## src/rtl/cache_pkg.sv

```systemverilog
// Shared opcodes, default widths and state type for the cache request arbiter.
package cache_pkg;

  localparam logic [7:0] OP_READ  = 8'h52;
  localparam logic [7:0] OP_WRITE = 8'h57;
  localparam logic [7:0] OP_IDLE  = 8'h00;

  localparam int DEF_ADDR_W = 48;
  localparam int DEF_CNT_W  = 12;

  typedef enum logic {
    IDLE = 1'b0,
    HOLD = 1'b1
  } arb_state_t;

  function automatic logic is_legal_op(input logic [7:0] op);
    return (op == OP_READ) || (op == OP_WRITE);
  endfunction

endpackage

```

## src/rtl/cache_req_arbiter_if.sv

```systemverilog
// Requester-side bundle and cache-port bundle of the arbiter; the arbiter is the slave.
interface cache_req_arbiter_if
  import cache_pkg::*;
#(
  parameter int NUM_REQ = 2,
  parameter int ADDR_W  = DEF_ADDR_W,
  parameter int CNT_W   = DEF_CNT_W
);
  localparam int IDX_W = $clog2(NUM_REQ);

  logic [NUM_REQ-1:0]        req_valid;
  logic [NUM_REQ*ADDR_W-1:0] req_addr;
  logic [NUM_REQ*8-1:0]      req_op;
  logic [NUM_REQ-1:0]        req_lvl;
  logic [NUM_REQ-1:0]        req_ready;

  logic [ADDR_W-1:0]         cache_addr;
  logic [7:0]                cache_op;
  logic                      cache_lvl;
  logic [IDX_W-1:0]          grant_id;
  logic                      busy;
  logic                      bad_op;
  logic [CNT_W-1:0]          issue_count;

  modport master (
    output req_valid, req_addr, req_op, req_lvl,
    input  req_ready, cache_addr, cache_op, cache_lvl, grant_id, busy, bad_op, issue_count
  );

  modport slave (
    input  req_valid, req_addr, req_op, req_lvl,
    output req_ready, cache_addr, cache_op, cache_lvl, grant_id, busy, bad_op, issue_count
  );

endinterface

```

## src/rtl/rr_arbiter.sv

```systemverilog
// Combinational round-robin search: first valid requester at or above ptr_i, wrapping to 0.
module rr_arbiter #(
  parameter  int N     = 2,
  localparam int IDX_W = $clog2(N)
) (
  input  logic [N-1:0]     valid_i,
  input  logic [IDX_W-1:0] ptr_i,
  output logic [N-1:0]     grant_o,
  output logic [IDX_W-1:0] idx_o,
  output logic             any_o
);

  logic [N-1:0]     hi_mask;
  logic [N-1:0]     req_hi;
  logic [N-1:0]     grant_hi;
  logic [N-1:0]     grant_lo;
  logic [IDX_W-1:0] idx_chain [N+1];

  genvar gi;
  generate
    for (gi = 0; gi < N; gi++) begin : g_mask
      assign hi_mask[gi] = (IDX_W'(gi) >= ptr_i);
    end
  endgenerate

  // Lowest set bit of the upper half wins; otherwise wrap to the lowest set bit overall.
  assign req_hi   = valid_i & hi_mask;
  assign grant_hi = req_hi & (~req_hi + N'(1));
  assign grant_lo = valid_i & (~valid_i + N'(1));
  assign grant_o  = (|req_hi) ? grant_hi : grant_lo;
  assign any_o    = |valid_i;

  assign idx_chain[0] = '0;
  generate
    for (gi = 0; gi < N; gi++) begin : g_enc
      assign idx_chain[gi+1] = idx_chain[gi] | (grant_o[gi] ? IDX_W'(gi) : '0);
    end
  endgenerate
  assign idx_o = idx_chain[N];

endmodule

```

## src/rtl/cache_req_arbiter.sv

```systemverilog
// Shares the cache_top access port between requesters: round-robin accept, hold each access
// for HOLD_CYCLES clocks, drop illegal opcodes and count issued accesses.
module cache_req_arbiter
  import cache_pkg::*;
#(
  parameter int NUM_REQ     = 2,
  parameter int ADDR_W      = DEF_ADDR_W,
  parameter int HOLD_CYCLES = 5,
  parameter int CNT_W       = DEF_CNT_W
) (
  input  logic              clk,
  input  logic              reset,
  cache_req_arbiter_if.slave bus
);

  localparam int IDX_W = $clog2(NUM_REQ);
  localparam int HC_W  = $clog2(HOLD_CYCLES + 1);
  localparam logic [HC_W-1:0] HOLD_LAST = HC_W'(HOLD_CYCLES - 1);

  arb_state_t        state_q;
  logic [HC_W-1:0]   hold_cnt_q;
  logic [IDX_W-1:0]  rr_ptr_q;
  logic [IDX_W-1:0]  rr_ptr_d;
  logic [IDX_W-1:0]  grant_id_q;
  logic [ADDR_W-1:0] cache_addr_q;
  logic [7:0]        cache_op_q;
  logic              cache_lvl_q;
  logic              busy_q;
  logic              bad_op_q;
  logic [CNT_W-1:0]  issue_cnt_q;
  logic [CNT_W-1:0]  issue_cnt_d;

  logic [NUM_REQ-1:0] arb_grant;
  logic [IDX_W-1:0]   arb_idx;
  logic               arb_any;
  logic               accept_win;
  logic               hs;
  logic               sel_legal;

  logic [ADDR_W-1:0] addr_arr [NUM_REQ];
  logic [7:0]        op_arr   [NUM_REQ];

  genvar gi;
  generate
    for (gi = 0; gi < NUM_REQ; gi++) begin : g_unpack
      assign addr_arr[gi] = bus.req_addr[gi*ADDR_W +: ADDR_W];
      assign op_arr[gi]   = bus.req_op[gi*8 +: 8];
    end
  endgenerate

  rr_arbiter #(.N(NUM_REQ)) u_rr_arbiter (
    .valid_i (bus.req_valid),
    .ptr_i   (rr_ptr_q),
    .grant_o (arb_grant),
    .idx_o   (arb_idx),
    .any_o   (arb_any)
  );

  // The window reopens on the last held cycle so back-to-back accesses have no idle gap.
  assign accept_win    = !reset && ((state_q == IDLE) || (hold_cnt_q == '0));
  assign hs            = accept_win && arb_any;
  assign bus.req_ready = accept_win ? arb_grant : '0;
  assign sel_legal     = is_legal_op(op_arr[arb_idx]);
  assign rr_ptr_d      = (arb_idx == IDX_W'(NUM_REQ - 1)) ? '0 : arb_idx + IDX_W'(1);
  assign issue_cnt_d   = issue_cnt_q + CNT_W'(1);

  always_ff @(posedge clk) begin
    if (reset) begin
      state_q      <= IDLE;
      hold_cnt_q   <= '0;
      rr_ptr_q     <= '0;
      grant_id_q   <= '0;
      cache_addr_q <= '0;
      cache_op_q   <= OP_IDLE;
      cache_lvl_q  <= 1'b0;
      busy_q       <= 1'b0;
      bad_op_q     <= 1'b0;
      issue_cnt_q  <= '0;
    end else begin
      bad_op_q <= 1'b0;
      if (hs) begin
        rr_ptr_q <= rr_ptr_d;
        if (sel_legal) begin
          state_q      <= HOLD;
          hold_cnt_q   <= HOLD_LAST;
          grant_id_q   <= arb_idx;
          cache_addr_q <= addr_arr[arb_idx];
          cache_op_q   <= op_arr[arb_idx];
          cache_lvl_q  <= bus.req_lvl[arb_idx];
          busy_q       <= 1'b1;
          issue_cnt_q  <= issue_cnt_d;
        end else begin
          // Request is consumed but nothing is issued; any held access ends here.
          state_q    <= IDLE;
          hold_cnt_q <= '0;
          cache_op_q <= OP_IDLE;
          busy_q     <= 1'b0;
          bad_op_q   <= 1'b1;
        end
      end else if (state_q == HOLD) begin
        if (hold_cnt_q == '0) begin
          state_q    <= IDLE;
          cache_op_q <= OP_IDLE;
          busy_q     <= 1'b0;
        end else begin
          hold_cnt_q <= hold_cnt_q - HC_W'(1);
        end
      end
    end
  end

  assign bus.cache_addr  = cache_addr_q;
  assign bus.cache_op    = cache_op_q;
  assign bus.cache_lvl   = cache_lvl_q;
  assign bus.grant_id    = grant_id_q;
  assign bus.busy        = busy_q;
  assign bus.bad_op      = bad_op_q;
  assign bus.issue_count = issue_cnt_q;

endmodule

```

## src/flat_wrapper.sv

```systemverilog
// flat-port wrapper written by rule: the top's interface ports become plain ports
module cache_req_arbiter_flat import cache_pkg::*;
#(
  parameter int NUM_REQ     = 2,
  parameter int ADDR_W      = DEF_ADDR_W,
  parameter int HOLD_CYCLES = 5,
  parameter int CNT_W       = DEF_CNT_W
)
  (clk, reset, bus_req_valid, bus_req_addr, bus_req_op, bus_req_lvl, bus_req_ready, bus_cache_addr, bus_cache_op, bus_cache_lvl, bus_grant_id, bus_busy, bus_bad_op, bus_issue_count);
  cache_req_arbiter_if #(.NUM_REQ(NUM_REQ), .ADDR_W(ADDR_W), .CNT_W(CNT_W)) bus_i ();
  input  logic clk;
  input  logic reset;
  input wire logic [$bits(bus_i.req_valid)-1:0] bus_req_valid;
  input wire logic [$bits(bus_i.req_addr)-1:0] bus_req_addr;
  input wire logic [$bits(bus_i.req_op)-1:0] bus_req_op;
  input wire logic [$bits(bus_i.req_lvl)-1:0] bus_req_lvl;
  output wire logic [$bits(bus_i.req_ready)-1:0] bus_req_ready;
  output wire logic [$bits(bus_i.cache_addr)-1:0] bus_cache_addr;
  output wire logic [$bits(bus_i.cache_op)-1:0] bus_cache_op;
  output wire logic [$bits(bus_i.cache_lvl)-1:0] bus_cache_lvl;
  output wire logic [$bits(bus_i.grant_id)-1:0] bus_grant_id;
  output wire logic [$bits(bus_i.busy)-1:0] bus_busy;
  output wire logic [$bits(bus_i.bad_op)-1:0] bus_bad_op;
  output wire logic [$bits(bus_i.issue_count)-1:0] bus_issue_count;
  assign bus_i.req_valid = bus_req_valid;
  assign bus_i.req_addr = bus_req_addr;
  assign bus_i.req_op = bus_req_op;
  assign bus_i.req_lvl = bus_req_lvl;
  assign bus_req_ready = bus_i.req_ready;
  assign bus_cache_addr = bus_i.cache_addr;
  assign bus_cache_op = bus_i.cache_op;
  assign bus_cache_lvl = bus_i.cache_lvl;
  assign bus_grant_id = bus_i.grant_id;
  assign bus_busy = bus_i.busy;
  assign bus_bad_op = bus_i.bad_op;
  assign bus_issue_count = bus_i.issue_count;
  cache_req_arbiter #(.NUM_REQ(NUM_REQ), .ADDR_W(ADDR_W), .HOLD_CYCLES(HOLD_CYCLES), .CNT_W(CNT_W)) u_core (.clk(clk), .reset(reset), .bus(bus_i));
endmodule
```

## config.mk

```make
export PLATFORM = sky130hd
export DESIGN_NAME = cache_req_arbiter_flat
export DESIGN_NICKNAME = d
export VERILOG_FILES = /design/src/rtl/cache_pkg.sv /design/src/rtl/cache_req_arbiter_if.sv /design/src/rtl/rr_arbiter.sv /design/src/rtl/cache_req_arbiter.sv /design/src/flat_wrapper.sv
export SDC_FILE = /design/constraint.sdc
export NUM_CORES = 1
export LEC_CHECK = 0
export ABC_CLOCK_PERIOD_IN_PS = 2790
export BUFFER_PORTS_ARGS = -buffer_cell sky130_fd_sc_hd__buf_2
export CAP_MARGIN = 20
export CORE_MARGIN = 10
export CORE_UTILIZATION = 44
export CTS_BUF_LIST = sky130_fd_sc_hd__clkbuf_16
export DETAILED_ROUTE_END_ITERATION = 7
export PLACE_DENSITY = 0.8
export SLEW_MARGIN = 0
export SYNTH_ARGS = -nofsm -noshare
export SYNTH_HDL_FRONTEND = slang
export SYNTH_SLANG_ARGS = --single-unit
```

## constraint.sdc

```tcl
create_clock -name clk -period 2.79 [get_ports clk]
set_clock_uncertainty 0.15 [all_clocks]
set_input_delay 0.558 -clock clk [delete_from_list [all_inputs] [get_ports clk]]
set_output_delay 0.558 -clock clk [all_outputs]
set_load 0.02 [all_outputs]
```

==> flow_summary.ini, run 1 <==
[timing]
tns_ns = 0
timing.hold.ws_ns = 0.3002
worst-slew-pin-transition_ns = 0.5668
slew_headroom_pct = 62.21
timing.final.crit_period_ns = 2.538
setup_repair_after_global_routing_missed_its_margin = no
hold_viol = 0
setup_violations = 0
maximum_operating_frequency_ghz = 0.3940
finalMaxSlewViolations = 0
final.period_utilization_pct = 90.97

[placed_design]
postPlaceCellArea_mm2 = 0.004496
io_buffer_count = 191
hpwl_mm = 8.766
gp_routability_congestion = 0.8599

[layout]
finish.instance_area_mm2 = 0.004752
num_antenna_cells = 0
final_net_count = 718
layout-drive-gt1-share_pct = 37.77
post-route-util_pct = 62.14
area.growth.synth_to_final_pct = 38.66
layout.filler_cells = 688

[worst_hold_path]
holdPathEnd = u_core.bus.cache_op[2]
worstHoldPathCells = 1
min_path_type = register to register
hold_start = u_core.bus.cache_op[2]

[logic_synthesis]
netlist_top_cells_area = sky130_fd_sc_hd__dfxtp_1 (45%), sky130_fd_sc_hd__a311oi_1 (13%), sky130_fd_sc_hd__nand2_1 (12%), sky130_fd_sc_hd__a21oi_1 (10%), sky130_fd_sc_hd__clkbuf_1 (3.4%)
yosys_warnings = 0
postSynthNetCount = 542
ys_ff_latch = 77
number_of_flops_mapped_to_enable_cells_by_yosys = 0
distinct_cells_synth = 36
postSynthCellCount = 421
postSynth.asyncResetShare_pct = 0
yosys.area.top_type = sky130_fd_sc_hd__dfxtp_1
synth_largest_type_area_fraction_pct = 44.98
synth.yosys.seq_area_share_pct = 44.98
mappedNetlistArea_mm2 = 0.003427
synthesis.area_per_instance_um2 = 8.140
synthFlopType = sky130_fd_sc_hd__dfxtp_1

[global_route]
grt_pass1_vias = 3863
first_pass_grt_wire_length_mm = 18.80
grt_antenna_before_repair = 0
grt_use_total_pct = 19.54
grt_max_degree = 53
overflow = 0

[clock_network]
cts-htree-levels = 3
clock_path_buffers = 2
cts.repair_timing.setup_buffer_count = 0
total_clock_buffers_created_by_cts = 9
cts.reportedPaths.clkPinSlew_ns = 0.06
cts.hold.buffers_added = 0
number_of_sinks_driven_by_the_clock_tree = 77
cts_tree = done
cts.repair.resized = 0
clk_root_buffer_cell = sky130_fd_sc_hd__clkbuf_16
clk_latency_ns = 0.32

[critical_path]
timing_worst_setup_path_type = register to output pin
critical_path.cell_chain = inv_1 -> ha_1 -> nand2b_1 -> and2_1 -> nor4_1 -> buf_2
critical_path.reg2reg.startpoint = u_core.hold_cnt_q[0]
cpPeakStageDelay_ns = 0.36
crit_buf_inv = 2
crit_path_start_kind = register
worstSetupEndpointType = output pin
cp_data_arrival_time_ns = 1.83
r2r_setup_slack_ns = 0.76
worst_ep_required_time_ns = 2.08
path_max_fanout = 4
reg2regPathDepth = 8
critical_path.slowest_cell = sky130_fd_sc_hd__nor4_1
rr_endpoint = u_core.bus.issue_count[5]
timing.critical_path.max_delay_family = simple AND/OR/NAND/NOR gates

[power_and_ir_drop]
design_power_total_mw = 2.379
leakage_nw = 2.132
vdd_ir_drop_max_v = 0.0002587
power_per_cell_area_mw_per_mm2 = 500.6

[status]
outcome = complete, no violations

[die]
design.die.area_mm2 = 0.01172
core.rowCount = 32
die_height_um = 108.3
core_area_mm2 = 0.007647
ios = 192
die_w_um = 108.3
initial_core_util_pct = 44.81

[job]
maxCapViolations = 0

[detailed_routing]
drc_errors = 0
vias_per_cell = 5.590
route.antenna.remaining_nets = 0
routed_vias = 3930
avgRoutedWirePerCell_um = 17.06
wl_mm = 11.99
drt_first_iter_violations = 177
firstDrtPassIters = 4
-- where the power goes --
| group | internal (mW) | switching (mW) |
|---|---|---|
| Clock | 0.587 | 0.427 |
| Sequential | 1.11 | 0.00440 |
| Combinational | 0.106 | 0.149 |
-- kinds of logic (layout without fill, tap and decap cells) --
group                      count (synthesis)  in the layout  share of synthesized area, %
AOI/OAI and AO/OA                        139            139                         27.02
xor gates and xnor gates                   3              3                        0.7668
adders and majority gates                  3              3                         1.095
buffers and inverters                     44            224                         5.257
DFF                                       77             77                         44.98
muxes                                      4              4                         1.241
and+or+nand+nor                          151            151                         19.64
-- metrics by stage --
step,setup WS (ns),cells
6_report,0.2518,703
5_1_grt,0.03671,703
4_1_cts,0.2304,703
3_5_place_dp,0.3047,688
3_3_place_gp,0.4461,688
2_1_floorplan,0.4873,421
-- synth_stat cells (3+ instances only) --
cell,instances
sky130_fd_sc_hd__nand3_1,6
sky130_fd_sc_hd__o31ai_1,10
sky130_fd_sc_hd__ha_1,3
sky130_fd_sc_hd__nand2_1,110
sky130_fd_sc_hd__dfxtp_1,77
sky130_fd_sc_hd__buf_2,6
sky130_fd_sc_hd__clkbuf_1,31
sky130_fd_sc_hd__and3_1,3
sky130_fd_sc_hd__a311oi_1,49
sky130_fd_sc_hd__and2_1,3
sky130_fd_sc_hd__a21oi_1,69
sky130_fd_sc_hd__inv_1,5
sky130_fd_sc_hd__nor2_1,5
sky130_fd_sc_hd__o21ai_0,3
sky130_fd_sc_hd__xor2_1,3
sky130_fd_sc_hd__or4_1,10
-- cell usage in the layout (no fill, tap or decap), drive strengths merged, types with 3 or more instances in the layout --
cell	Yosys	final
and2	3	3
nor2	5	5
clkinv	0	5
nand3	6	6
dfxtp	77	77
nand2	110	110
ha	3	3
o31ai	10	10
or4	10	10
a311oi	49	49
o21ai	4	4
buf	7	203
and3	3	3
clkbuf	31	9
xor2	3	3
a21oi	69	69
inv	6	6
nor4	3	3
-- routing by layer --
layer | vias to the layer above | part of all wire, % | global-route usage [%]
li1 | 1893 | - | -
met5 | - | 0 | 0
met1 | 1825 | 38 | 22.26
met4 | 0 | 2.3 | 8.004
met3 | 20 | 10 | 7.258
met2 | 192 | 50 | 32.41
-- layout make-up --
type | count | area, µm² | area share, %
clock inverter | 6 | 31.28 | 0.6582
timing repair buffer | 203 | 1071 | 22.54
inverter | 6 | 22.52 | 0.4739
clock buffer | 9 | 225.2 | 4.739
tap | 102 | 127.6 | 2.686
sequential | 77 | 1541 | 32.44
multi-input combinational | 300 | 1733 | 36.47
-- sequential cells by signal, summed over array words and instances, names as in the netlist --
| register | flops |
|---|---|
| u_core.bus.cache_addr | 48 |
| u_core.bus.issue_count | 12 |
| u_core.bus.cache_op | 8 |
| u_core.hold_cnt_q | 3 |
| u_core.bus.bad_op | 1 |
| u_core.bus.busy | 1 |
| u_core.bus.cache_lvl | 1 |
| u_core.bus.grant_id | 1 |
| u_core.rr_ptr_q | 1 |
| u_core.state_q | 1 |
-- worst max path at each step --
stage | start | to | slack (ns) | cells after the start
floorplan | bus_req_valid[0] | bus_req_ready[0] | 0.49 | 4
global placement | bus_req_op[3] | u_core.bus.issue_count[10] | 0.45 | 7
detailed placement | bus_req_op[3] | u_core.bus.issue_count[11] | 0.30 | 7
CTS | u_core.hold_cnt_q[0] | bus_req_ready[0] | 0.23 | 6
global route | u_core.hold_cnt_q[0] | bus_req_ready[0] | 0.04 | 6
finish | u_core.hold_cnt_q[0] | bus_req_ready[0] | 0.25 | 6
No activity file was read; power rests on OpenSTA's default activity.
==> run 2, diff against run 1 <==
--- a/config.mk
+++ b/config.mk
@@ -5,14 +5,15 @@
 export SDC_FILE = /design/constraint.sdc
 export NUM_CORES = 1
 export LEC_CHECK = 0
+export ABC_AREA = 1
 export ABC_CLOCK_PERIOD_IN_PS = 2790
-export BUFFER_PORTS_ARGS = -buffer_cell sky130_fd_sc_hd__buf_2
+export BUFFER_PORTS_ARGS = -buffer_cell sky130_fd_sc_hd__buf_4
 export CAP_MARGIN = 20
 export CORE_MARGIN = 10
-export CORE_UTILIZATION = 44
+export CORE_UTILIZATION = 47
 export CTS_BUF_LIST = sky130_fd_sc_hd__clkbuf_16
 export DETAILED_ROUTE_END_ITERATION = 7
-export PLACE_DENSITY = 0.8
+export PLACE_DENSITY = 0.81
 export SLEW_MARGIN = 0
 export SYNTH_ARGS = -nofsm -noshare
 export SYNTH_HDL_FRONTEND = slang
==> flow_summary.ini, run 2 <==
[clock_network]
clk_root_buffer_cell = sky130_fd_sc_hd__clkbuf_16
cts-htree-levels = 3
cts.repair_timing.setup_buffer_count = 0
total_clock_buffers_created_by_cts = 9
cts.hold.buffers_added = 0
clock_path_buffers = 2
number_of_sinks_driven_by_the_clock_tree = 77
cts.repair.resized = 0
cts.reportedPaths.clkPinSlew_ns = 0.06
clk_latency_ns = 0.32
cts_tree = done

[timing]
timing.hold.ws_ns = 0.2797
maximum_operating_frequency_ghz = 0.3909
final.period_utilization_pct = 91.70
hold_viol = 0
timing.final.crit_period_ns = 2.558
worst-slew-pin-transition_ns = 0.7013
slew_headroom_pct = 53.25
finalMaxSlewViolations = 0
setup_repair_after_global_routing_missed_its_margin = no
tns_ns = 0
setup_violations = 0

[power_and_ir_drop]
design_power_total_mw = 2.735
leakage_nw = 2.647
power_per_cell_area_mw_per_mm2 = 480.5
vdd_ir_drop_max_v = 0.0002615

[logic_synthesis]
netlist_top_cells_count = sky130_fd_sc_hd__nand2_1 (265), sky130_fd_sc_hd__dfxtp_1 (77), sky130_fd_sc_hd__a21oi_1 (72)
ys_ff_latch = 77
postSynth.asyncResetShare_pct = 0
synth.yosys.seq_area_share_pct = 38.96
postSynthCellCount = 601
yosys.area.top_type = sky130_fd_sc_hd__dfxtp_1
postSynthNetCount = 722
distinct_cells_synth = 24
number_of_flops_mapped_to_enable_cells_by_yosys = 0
synthesis.area_per_instance_um2 = 6.583
synth_most_common_cell = sky130_fd_sc_hd__nand2_1
yosys_warnings = 0
synth_largest_type_area_fraction_pct = 38.96
netlist_top_cells_area = sky130_fd_sc_hd__dfxtp_1 (39%), sky130_fd_sc_hd__nand2_1 (25%), sky130_fd_sc_hd__nand4_1 (10%), sky130_fd_sc_hd__a21oi_1 (9.1%), sky130_fd_sc_hd__buf_2 (3.0%)
mappedNetlistArea_mm2 = 0.003956
synthFlopType = sky130_fd_sc_hd__dfxtp_1

[layout]
num_antenna_cells = 0
most-common-layout-cells = sky130_fd_sc_hd__nand2_1 (265), sky130_fd_sc_hd__buf_4 (203), sky130_fd_sc_hd__dfxtp_1 (77)
largest_register_ff_count = 48
layout-drive-gt1-share_pct = 29.75
final-instance-count-excl-fill = 878
layout.cells.most_common = sky130_fd_sc_hd__nand2_1
final_net_count = 890
area.growth.synth_to_final_pct = 43.86
layout.filler_cells = 728
finish.instance_area_mm2 = 0.005692

[die]
core.rowCount = 33
ios = 192
core_area_mm2 = 0.008217
die_w_um = 111.7
design.die.area_mm2 = 0.01249
die_height_um = 111.7
initial_core_util_pct = 48.15

[detailed_routing]
drc_errors = 0
avgRoutedWirePerCell_um = 15.71
route.antenna.remaining_nets = 0
vias_per_cell = 5.215
drt_first_iter_violations = 213
firstDrtPassIters = 5
wl_mm = 13.79
routed_vias = 4579

[placed_design]
post-place-cells = 863
hpwl_mm = 10.41
postPlaceCellArea_mm2 = 0.005386
gp_routability_congestion = 0.8277
io_buffer_count = 191

[global_route]
grt_antenna_before_repair = 0
overflow = 0
grt_max_degree = 70
grt_use_total_pct = 20.62
first_pass_grt_wire_length_mm = 21.93
grt_pass1_vias = 4568

[status]
outcome = complete, no violations

[critical_path]
worstSetupEndpointType = output pin
crit_buf_inv = 3
path_common_cell = sky130_fd_sc_hd__nand2_1
timing_worst_setup_path_type = register to output pin
timing.critical_path.max_delay_family = simple AND/OR/NAND/NOR gates
critical_path.cell_chain = inv_1 -> ha_1 -> nand2_1 -> nand2_1 -> nand2_1 -> nor2_4 -> inv_2 -> nor2_1 -> buf_4
critical_path.slowest_cell = sky130_fd_sc_hd__dfxtp_1
crit_path_start_kind = register
cp_data_arrival_time_ns = 1.85
path_max_fanout = 6
worst_ep_required_time_ns = 2.08
cpPeakStageDelay_ns = 0.31

[worst_hold_path]
min_path_type = register to register

[job]
maxCapViolations = 0
==> run 2: area by class of cell <==
class	instances	area [µm²]	area share, %
Clock inverter	6	80.08	1.407
Multi-Input combinational cell	455	2103	36.95
Tap cell	105	131.4	2.308
Clock buffer	9	225.2	3.957
Sequential cell	77	1541	27.08
Inverter	23	86.33	1.517
Timing Repair Buffer	203	1524	26.78
==> run 2: report_power, final <==
group / leakage (nW) / total, mW / internal, mW / switching (mW)
Clock: 0.150 / 1.21 / 0.770 / 0.435
Combinational: 1.88 / 0.417 / 0.179 / 0.237
Sequential: 0.621 / 1.11 / 1.11 / 0.00504
Total: 2.65 / 2.73 / 2.06 / 0.678
==> run 2: per-layer routing <==
layer	part of all wire, %	track usage [%]	up-vias	wire length (µm)
met1	37	20.77	2076	5078
met2	53	38.11	161	7310
met5	0	0	-	0
li1	-	-	2312	-
met4	3.1	9.426	0	433
met3	7.0	6.012	30	970
==> run 2: kinds of logic after synthesis <==
group | synth area share [%]
simple gates | 40.51
xor+xnor | 1.550
buf+inv | 8.064
fa+ha+maj | 0.9489
compound gates | 9.962
flops | 38.96
==> run 2: worst reg2reg max path: stages, from the launching register on <==
cell and delay (ns):
sky130_fd_sc_hd__dfxtp_1 0.31, sky130_fd_sc_hd__inv_1 0.10, sky130_fd_sc_hd__ha_1 0.18, sky130_fd_sc_hd__nand2_1 0.06, sky130_fd_sc_hd__nand2_1 0.16, sky130_fd_sc_hd__nand2_1 0.14, sky130_fd_sc_hd__nor2_4 0.14, sky130_fd_sc_hd__buf_4 0.35
sky130_fd_sc_hd__nand3_2 0.14, sky130_fd_sc_hd__buf_4 0.27, sky130_fd_sc_hd__nand2_1 0.14, sky130_fd_sc_hd__a21oi_1 0.07
==> run 2: worst paths after layout <==
| kind | to | start | slack [ns] | cells past startpoint |
|---|---|---|---|---|
| worst max-delay path | bus_req_ready[0] | u_core.hold_cnt_q[0] | 0.23 | 9 |
| worst min-delay path | u_core.hold_cnt_q[0] | u_core.hold_cnt_q[0] | 0.28 | 1 |
| worst max register to register | u_core.bus.issue_count[7] | u_core.hold_cnt_q[0] | 0.45 | 11 |
| worst min register to register | u_core.hold_cnt_q[0] | u_core.hold_cnt_q[0] | 0.28 | 1 |
==> run 2: per-stage QoR <==
| stage | utilization [%] | setup slack, ns |
|---|---|---|
| 2_1_floorplan | - | 0.4959 |
| 3_3_place_gp | 65.55 | 0.4601 |
| 3_5_place_dp | 65.55 | 0.3946 |
| 4_1_cts | 69.27 | 0.2385 |
| 5_1_grt | 69.27 | 0.1481 |
| 6_report | 69.27 | 0.2316 |
==> run 3, diff against run 2 <==
--- a/config.mk
+++ b/config.mk
@@ -14,6 +14,7 @@
 export CTS_BUF_LIST = sky130_fd_sc_hd__clkbuf_16
 export DETAILED_ROUTE_END_ITERATION = 7
 export PLACE_DENSITY = 0.81
+export SETUP_SLACK_MARGIN = 0.3
 export SLEW_MARGIN = 0
 export SYNTH_ARGS = -nofsm -noshare
 export SYNTH_HDL_FRONTEND = slang
==> flow_summary.ini, run 3 (synthesis gave the netlist of run 2 again) <==
[power_and_ir_drop]
clockPowerShare_pct = 44.0
power_per_cell_area_mw_per_mm2 = 479.8
design_power_total_mw = 2.735
internal_power_mw = 2.058
leakage_nw = 2.648
net-switching-power_mw = 0.6769
netSwitchingFraction_pct = 24.75
vdd_ir_drop_max_v = 0.0002614
power_frac_comb_pct = 15.3
power_frac_seq_pct = 40.7

[critical_path]
path_common_cell = sky130_fd_sc_hd__nand2_2
critical_path.cell_chain = inv_1 -> ha_1 -> nand2_1 -> nand2_2 -> nand2_2 -> nor2_4 -> inv_2 -> nor2_2 -> buf_4
crit_buf_inv = 3
cpPeakStageDelay_ns = 0.31
timing.critical_path.max_delay_family = simple AND/OR/NAND/NOR gates
r2r_setup_slack_ns = 0.54
path_max_fanout = 6
worstSetupEndpointType = output pin
critical_path.slowest_cell = sky130_fd_sc_hd__dfxtp_1
worst_ep_required_time_ns = 2.08
timing_worst_setup_path_type = register to output pin
crit_path_start_kind = register
cp_data_arrival_time_ns = 1.71

[placed_design]
post-place-cells = 863
post-place-ws_ns = 0.3946
io_buffer_count = 191
gp_routability_congestion = 0.8277
hpwl_mm = 10.41

[clock_network]
clk_root_buffer_cell = sky130_fd_sc_hd__clkbuf_16
cts.hold.buffers_added = 0
total_clock_buffers_created_by_cts = 9
cts.reportedPaths.clkPinSlew_ns = 0.06
clk_latency_ns = 0.32
cts.repair_timing.setup_buffer_count = 0
number_of_sinks_driven_by_the_clock_tree = 77
cts-htree-levels = 3
cts_tree = done
clock_path_buffers = 2

[detailed_routing]
routed_vias = 4571
avgRoutedWirePerCell_um = 15.73
vias_per_cell = 5.206
met1Wirelength_mm = 5.048
firstDrtPassIters = 5
met2_length_mm = 7.394
route.top_layer_used = met4
drc_errors = 0
routed-wl-met3_um = 957
route.antenna.remaining_nets = 0
drt_first_iter_violations = 198
wl_mm = 13.81

[die]
core.rowCount = 33
core_area_mm2 = 0.008217
design.die.area_mm2 = 0.01249
ios = 192
die_w_um = 111.7
initial_core_util_pct = 48.15
die_height_um = 111.7

[layout]
most-common-layout-cells = sky130_fd_sc_hd__nand2_1 (263), sky130_fd_sc_hd__buf_4 (203), sky130_fd_sc_hd__dfxtp_1 (77)
layout-drive-gt1-share_pct = 30.14
final_net_count = 890
area.growth.synth_to_final_pct = 44.05
largest_register_ff_count = 48
layout.cells.most_common = sky130_fd_sc_hd__nand2_1
num_antenna_cells = 0
final-instance-count-excl-fill = 878

[timing]
slew_headroom_pct = 53.36
final.period_utilization_pct = 86.62
setup_violations = 0
layout_setup_ws_ns = 0.3733
maximum_operating_frequency_ghz = 0.4138
timing.final.crit_period_ns = 2.417
setup_repair_after_global_routing_missed_its_margin = no
worst-slew-pin-transition_ns = 0.6995
tns_ns = 0
hold_viol = 0
finalMaxSlewViolations = 0

[global_route]
grt_antenna_before_repair = 0
overflow = 0
grt_use_total_pct = 20.65
first_pass_grt_wire_length_mm = 21.96
grt_pass1_vias = 4573
grt_max_degree = 70

[worst_hold_path]
min_path_type = register to register

[status]
outcome = complete, no violations

[job]
maxCapViolations = 0
==> run 3: cell count changes in the layout (fill, tap and decap cells not counted) <==
cell                      before  now
sky130_fd_sc_hd__nand2_1     265  263
sky130_fd_sc_hd__nand2_2       3    5
sky130_fd_sc_hd__nor2_1       15   14
sky130_fd_sc_hd__nor2_2        0    1
==> run 3: routing by layer <==
metal	GRT usage (%)	up-vias
met5	0	-
met1	20.77	2078
met3	6.012	26
met4	9.426	0
li1	-	2315
met2	38.23	152
==> run 3: power by group through the flow <==
stage / sequential [mW] / combinational [mW] / clock, mW
detailed placement: 1.14 / 0.415 / 0
global route: 1.11 / 0.461 / 1.25
floorplan: 1.14 / 0.222 / 0
global placement: 1.14 / 0.407 / 0
finish: 1.11 / 0.418 / 1.20
CTS: 1.11 / 0.417 / 1.21
==> run 3: worst paths after layout <==
kind | from | endpoint | depth (start not counted)
worst max-delay path | u_core.hold_cnt_q[0] | bus_req_ready[0] | 9
worst min-delay path | u_core.hold_cnt_q[0] | u_core.hold_cnt_q[0] | 1
worst max register to register | u_core.hold_cnt_q[0] | u_core.bus.issue_count[2] | 11
worst min register to register | u_core.hold_cnt_q[0] | u_core.hold_cnt_q[0] | 1
==> run 3: what timing repair did <==
| action | in CTS | in global routing |
|---|---|---|
| cloned | 0 | 0 |
| setup endpoints to repair | 1 | 1 |
| resized for setup | 2 | 1 |
==> run 3: area by class of cell <==
class                   instances  area, µm²
clock inverters                 6      80.08
repair buffers                203       1524
flip-flops and latches         77       1541
multi-input cells             455       2111
clock buffers                   9      225.2
well taps                     105      131.4
fillers                       725       2517
inverters                      23      86.33
==> run 3: through the flow <==
step	hold slack, ns	area [µm²]	utilization (%)
3_3_place_gp	0.2677	5386	65.55
6_report	0.2797	5699	69.36
4_1_cts	0.2796	5697	69.33
3_5_place_dp	0.2719	5386	65.55
2_1_floorplan	0.2569	3956	-
5_1_grt	0.3091	5699	69.36
==> run 3: worst reg2reg max path, stage by stage, from the launching register on <==
cell,delay (ns)
sky130_fd_sc_hd__dfxtp_1,0.31
sky130_fd_sc_hd__inv_1,0.10
sky130_fd_sc_hd__ha_1,0.18
sky130_fd_sc_hd__nand2_1,0.08
sky130_fd_sc_hd__nand2_2,0.13
sky130_fd_sc_hd__nand2_2,0.09
sky130_fd_sc_hd__nor2_4,0.12
sky130_fd_sc_hd__buf_4,0.35
sky130_fd_sc_hd__nand3_2,0.14
sky130_fd_sc_hd__buf_4,0.27
sky130_fd_sc_hd__nand2_1,0.12
sky130_fd_sc_hd__a21oi_1,0.07
